File: config.mk
export PLATFORM = sky130hd
export DESIGN_NAME = dmem_dump_arbiter
export DESIGN_NICKNAME = d
export VERILOG_FILES = /design/src/rtl/dmem_dump_arbiter.sv
export SDC_FILE = /design/constraint.sdc
export NUM_CORES = 1
export LEC_CHECK = 0
export CAP_MARGIN = 20
export CORE_AREA = 2 2 201 203
export CTS_BUF_LIST = sky130_fd_sc_hd__clkbuf_8
export CTS_CLUSTER_DIAMETER = 80
export CTS_CLUSTER_SIZE = 28
export DETAILED_ROUTE_END_ITERATION = 10
export DIE_AREA = 0 0 203 205
export DONT_BUFFER_PORTS = 1
export PLACE_DENSITY_LB_ADDON = 0.15
export SLEW_MARGIN = 10
export SYNTH_ARGS = -nofsm -noshare
export SYNTH_HDL_FRONTEND = slang
export SYNTH_SLANG_ARGS = --single-unit
File: constraint.sdc
create_clock -name CLOCK_50 -period 4.2 [get_ports CLOCK_50]
set_input_delay 1.26 -clock CLOCK_50 [delete_from_list [all_inputs] [get_ports CLOCK_50]]
set_output_delay 1.26 -clock CLOCK_50 [all_outputs]
set_load 0.01 [all_outputs]
File: src/rtl/dmem_dump_arbiter.sv
// Data-memory port arbiter: passes CPU accesses through in IDLE, otherwise stalls the
// CPU and streams every memory word out over a valid/ready dump port.
module dmem_dump_arbiter #(
  parameter  int N     = 64,
  parameter  int DEPTH = 32,
  localparam int AW    = $clog2(DEPTH)
) (
  input  logic         CLOCK_50,
  input  logic         reset,
  input  logic         dump_req,
  input  logic [N-1:0] cpu_addr,
  input  logic [N-1:0] cpu_wdata,
  input  logic         cpu_we,
  output logic [N-1:0] cpu_rdata,
  output logic         cpu_stall,
  output logic [N-1:0] mem_addr,
  output logic [N-1:0] mem_wdata,
  output logic         mem_we,
  input  logic [N-1:0] mem_rdata,
  output logic         dump_valid,
  input  logic         dump_ready,
  output logic [N-1:0] dump_data,
  output logic [N-1:0] dump_addr,
  output logic         dump_busy,
  output logic         dump_done
);

  typedef enum logic [2:0] {
    S_IDLE,
    S_RD,
    S_CAP,
    S_OUT,
    S_DONE
  } state_t;

  localparam logic [AW-1:0] LAST_IDX = AW'(DEPTH - 1);

  state_t         r_state;
  logic [AW-1:0]  r_idx;
  logic [N-1:0]   r_dump_data;
  logic [N-1:0]   r_dump_addr;
  logic           r_dump_valid;
  logic           r_dump_busy;
  logic           r_dump_done;
  logic           r_cpu_stall;

  logic           w_idle;
  logic [N-1:0]   w_idx_addr;

  assign w_idle     = (r_state == S_IDLE);
  assign w_idx_addr = N'({r_idx, 3'b000});

  // The CPU owns the memory port only in IDLE; writes are also gated by reset.
  assign mem_addr  = w_idle ? cpu_addr  : w_idx_addr;
  assign mem_wdata = w_idle ? cpu_wdata : '0;
  assign mem_we    = w_idle & cpu_we & reset;
  assign cpu_rdata = mem_rdata;

  assign cpu_stall  = r_cpu_stall;
  assign dump_valid = r_dump_valid;
  assign dump_busy  = r_dump_busy;
  assign dump_done  = r_dump_done;
  assign dump_data  = r_dump_data;
  assign dump_addr  = r_dump_addr;

  always_ff @(posedge CLOCK_50 or negedge reset) begin
    if (!reset) begin
      r_state      <= S_IDLE;
      r_idx        <= '0;
      r_dump_data  <= '0;
      r_dump_addr  <= '0;
      r_dump_valid <= 1'b0;
      r_dump_busy  <= 1'b0;
      r_dump_done  <= 1'b0;
      r_cpu_stall  <= 1'b0;
    end else begin
      case (r_state)
        S_IDLE: begin
          if (dump_req) begin
            r_state     <= S_RD;
            r_idx       <= '0;
            r_dump_busy <= 1'b1;
            r_cpu_stall <= 1'b1;
          end
        end
        S_RD: begin
          r_state <= S_CAP;
        end
        S_CAP: begin
          // Memory has one cycle of read latency, so the word for r_idx arrives here.
          r_dump_data  <= mem_rdata;
          r_dump_addr  <= w_idx_addr;
          r_dump_valid <= 1'b1;
          r_state      <= S_OUT;
        end
        S_OUT: begin
          if (dump_ready) begin
            r_dump_valid <= 1'b0;
            if (r_idx == LAST_IDX) begin
              r_state     <= S_DONE;
              r_dump_done <= 1'b1;
            end else begin
              r_idx   <= r_idx + 1'b1;
              r_state <= S_RD;
            end
          end
        end
        S_DONE: begin
          r_state     <= S_IDLE;
          r_idx       <= '0;
          r_dump_done <= 1'b0;
          r_dump_busy <= 1'b0;
          r_cpu_stall <= 1'b0;
        end
        default: begin
          r_state      <= S_IDLE;
          r_idx        <= '0;
          r_dump_valid <= 1'b0;
          r_dump_done  <= 1'b0;
          r_dump_busy  <= 1'b0;
          r_cpu_stall  <= 1'b0;
        end
      endcase
    end
  end

endmodule
Word-level counts from Yosys, hierarchy flattened

Cells that the tools add are included.

Add/sub/neg operators: 1
Equal/unequal tests: 9
Muxes and demuxes: 17
Bitwise gates (word level): 6
Reductions and logical operators: 10

Operators with widths:

| operator                                                         | number |
|---|---|
| 64-bit two-way mux                                               | 2 |
| 5-bit two-way mux                                                | 3 |
| 5-bit one-hot mux with 3 select lines                            | 1 |
| 3-bit one-hot mux with 4 select lines                            | 1 |
| 3-bit two-way mux                                                | 3 |
| 3-bit OR reduction                                               | 3 |
| 2-bit inequality test (second input constant)                    | 4 |
| 3-bit by 2-bit == test with 1-bit output (second input constant) | 2 |
| 2-bit AND reduction                                              | 3 |
| 5-bit by 1-bit adder with 5-bit output (second input constant)   | 1 |
| 5-bit == test (second input constant)                            | 1 |
| 1-bit two-way mux                                                | 4 |
| 1-bit inverter                                                   | 4 |
| 1-bit one-hot mux with 2 select lines                            | 2 |
| 4-bit AND reduction                                              | 1 |
| 3-bit by 1-bit == test with 1-bit output (second input constant) | 1 |
| 3-bit == test (second input constant)                            | 1 |
| 3-bit logical NOT                                                | 1 |
| 1-bit one-hot mux with 3 select lines                            | 1 |
| 3-bit AND reduction                                              | 1 |
| 1-bit bitwise AND                                                | 2 |
| 2-bit OR reduction                                               | 1 |

Register bits after elaboration: 80
Input port bits: 197
Output and inout port bits: 325

Longest topological paths before layout

Depth after elaboration: 4
Mapped depth: 6
Mapped depth without buffers: 6

Least setup slack after synthesis

No wires, ideal clock.

Kind: in2out
Start point: input cpu_addr[3]
End point: output mem_addr[3]
Arrival: 1.535 ns
Required time: 2.940 ns
Setup slack: 1.405 ns
Cell stages on the path: 1
Path buffers: 0
Path through: mux2_2

Word-level cells in the longest chain between the ends: 1

Ends and longest elaborated chain:

| element            | line | source |
|---|---|---|
| from (decl)        | 11   | `input logic [N-1:0] cpu_addr,` |
| 64-bit two-way mux | 54   | `assign mem_addr = w_idle ? cpu_addr : w_idx_addr;` |
| to (decl)          | 16   | `output logic [N-1:0] mem_addr,` |

No other way between the ends.

Final worst setup path

Start point: register r_state[2]
End point: output mem_addr[6]

Word-level cells in the longest chain between the ends: 2

Ends and longest elaborated chain:

| element                | line | source |
|---|---|---|
| from (decl)            | 38   | `state_t r_state;` |
| from (signal assigned) | 68   | `r_state <= S_IDLE;` |
| from (signal assigned) | 80   | `r_state <= S_RD;` |
| from (signal assigned) | 87   | `r_state <= S_CAP;` |
| 3-bit logical NOT      | 50   | `assign w_idle = (r_state == S_IDLE);` |
| 64-bit two-way mux     | 54   |  |

No other way between the ends.

==> run_results.csv <==
group,metric,value,unit
global_route,grtUsageTotal,8.23,%
route,wl_met1,5690,um
pwr,leakagePower,0.00206,uW
placement,pre_cts_ws,1310,ps
timing,timing.final.ws_setup,954,ps
clock_network,cts_root_buf,"clkbuf_8",
yosys,yosysTopAreaCellShare,40.1,%
placement,gp_congestion,0.868,
timing,whs,569,ps
status,status,"completed",
global_route,antenna_found_initial,20,
route,dr_wl_met3,2320,um
yosys,synth_flop_cell,"dfrtp_1",
floorplan,fp.dieH,205,um
yosys,yosysMostFrequentCell,"buf_4",
yosys,avgSynthCellArea,10.7,um2
setup_path,crit_type,"register to output pin",
yosys,yosysTopAreaCell,"dfrtp_1",
placement,io_buffers,0,
floorplan,fp.coreArea,39400,um2
floorplan,fp-row-count,73,
pwr,p_sw,1370,uW
timing,min_period,3250,ps
clock_network,cts_buffers,9,
pwr,intPower,2060,uW
floorplan,fp.dieArea,41600,um2
pwr,power_density,676,nW/um2
setup_path,critPathSlowestCell,"dfrtp_1",
clock_network,h-tree-depth,3,
pwr,clockPowerShare,19.5,%
yosys,netlist_area,4990,um2
job,maxCapViolations,0,
timing,rsz0062_at_grt,"no",
clock_network,post_cts_resized,0,
yosys,async_flop_share,100,%
yosys,yosys_warnings,0,
route,drt_pass1_iterations,4,
yosys,synth_edf_count,0,
timing,fin_setup_tns,0,ps
setup_path,required,2940,ps
timing,fin_skew,16.7,ps
setup_path,critPathLaunchType,"register",
floorplan,start_util,12.7,%
clock_network,cts_hold_buf,0,
route,post_drt_wl_per_cell,19.7,um
yosys,ys_seq_area_share,40.1,%
yosys,synth_cell_types,32,
setup_path,worstPathArrival,1990,ps
global_route,overflow,0,
route,viasPerCell,3.12,
yosys,synth_area_leaders,"dfrtp_1 (40%), buf_4 (20%), and2_1 (15%)",
yosys,ys_ff_latch,80,
pwr,vdd_drop_max,0.000245,V
finish,nets,589,
timing,fmax,308,MHz
pwr,power.share.sequential,48.0,%
finish,syn_to_final_growth,1.73,%
timing,tightest_slew,907,ps
clock_network,cts_tree,"done",
floorplan,die_width,203,um
clock_network,cts_setup_buffers,0,
timing,relSlewSlack,39.6,%
finish,drive_above_1_share,22.0,%
route,ant_nets,0,
global_route,grt_max_degree,130,
finish,postLayoutCoreUtil,12.9,%
route,dr.max_layer_used,"met5",
clock_network,clockBufferDepth,2,
timing,slew_viol_final,0,
pwr,power_frac_comb,32.6,%
route,dr.first_iter.drc_count,102,
setup_path,end_kind,"output pin",
pwr,finalPower,3430,uW
pwr,p_sw_share,39.9,%
clock_network,cts.sinks,80,
floorplan,boundaryPins,522,
setup_path,crit_chain,"nor3_4 > buf_12 > mux2_2",
clock_network,worstSkewPairLatency,380,ps
global_route,grt_pass1_vias,2993,
placement,dp_hpwl,15200,um
route,num_vias,2902,
yosys,synth_common_cells,"buf_4 (130), and2_1 (123), dfrtp_1 (80)",
yosys,syn_inst,467,
timing,setup_viol,0,
route,drt-total-wl,18300,um
hold_path,hold_class,"input port to asynchronous set/reset pin",
setup_path,cpPeakStageDelay,550,ps
global_route,grt_pass1_wl,23800,um
timing,period_share,77.3,%
setup_path,crit_fanout,129,
clock_network,cts.clk_slew.worst_paths,90,ps
route,route.met2.wl,9700,um
timing,hold_viol,0,
route,drc,0,
-- worst max-delay path: cells and delay by family (launching register included) --
family | cells | cell delay [ps]
buf+inv | 1 | 330
flops | 1 | 550
mux | 1 | 430
simple gates | 1 | 280
-- flip-flops by register name (all words and copies together), names as in the netlist --
signal,cells
cpu_stall,1
dump_done,1
dump_addr,5
r_state,3
dump_valid,1
dump_data,64
r_idx,5
-- routing by layer --
layer	track usage [%]	vias up
li1	-	1183
met1	7.59	1367
met2	15.0	298
met3	4.37	44
met4	3.57	10
met5	0	-
-- final timing paths --
check	startpoint	end	slack (ps)	depth (start not counted)
max	r_state[2]	mem_addr[6]	950	3
min	reset	dump_data[20]	570	0
max reg2reg	r_state[1]	dump_data[42]	1930	3
min reg2reg	dump_data[19]	dump_data[19]	570	1
max in group asynchronous	reset	r_state[1]	3500	0
min in group CLOCK_50	dump_data[19]	dump_data[19]	570	1
-- layout by cell type, fill, tap and decap left out, types with 3 or more instances in the layout --
cell type  instances
and2_1           123
dfrtp_1           80
mux2_2            66
conb_1            59
diode_2           11
mux2_1            10
clkbuf_8          10
and3_1             6
nor2_1             3
nand2_1            3
o21ai_0            3
-- metrics by stage --
stage / cell area [um2] / std cells
floorplan: 5210 / 525
global placement: 4820 / 904
detailed placement: 4820 / 904
CTS: 5050 / 920
global route: 5070 / 929
finish: 5080 / 931
-- cell families after synthesis --
kind of cell    count (synthesis)  synth area share, %
buf+inv                       150                 21.7
simple gates                  146                 18.4
flops                          80                 40.1
mux                            77                 17.3
compound gates                 11                 1.86
fa+ha+maj                       2                0.501
other cells                     1               0.0751
-- layout make-up --
class / count / area, um2
Antenna cell: 11 / 27.5
Clock buffer: 10 / 138
Clock inverter: 6 / 90.1
Fill cell: 4475 / 34300
Inverter: 2 / 7.51
Multi-Input combinational cell: 295 / 2130
Sequential cell: 80 / 2000
Tap cell: 525 / 657
Timing Repair Buffer: 2 / 27.5
-- power by group through the flow --
stage	sequential, uW	clock (uW)	combinational [uW]
3_5_place_dp	1670	0	1150
2_1_floorplan	1500	0	1160
5_1_grt	1710	733	1220
4_1_cts	1670	703	1150
3_3_place_gp	1690	0	1120
6_report	1650	668	1120
Note: power is estimated with default switching activity, not from simulation.
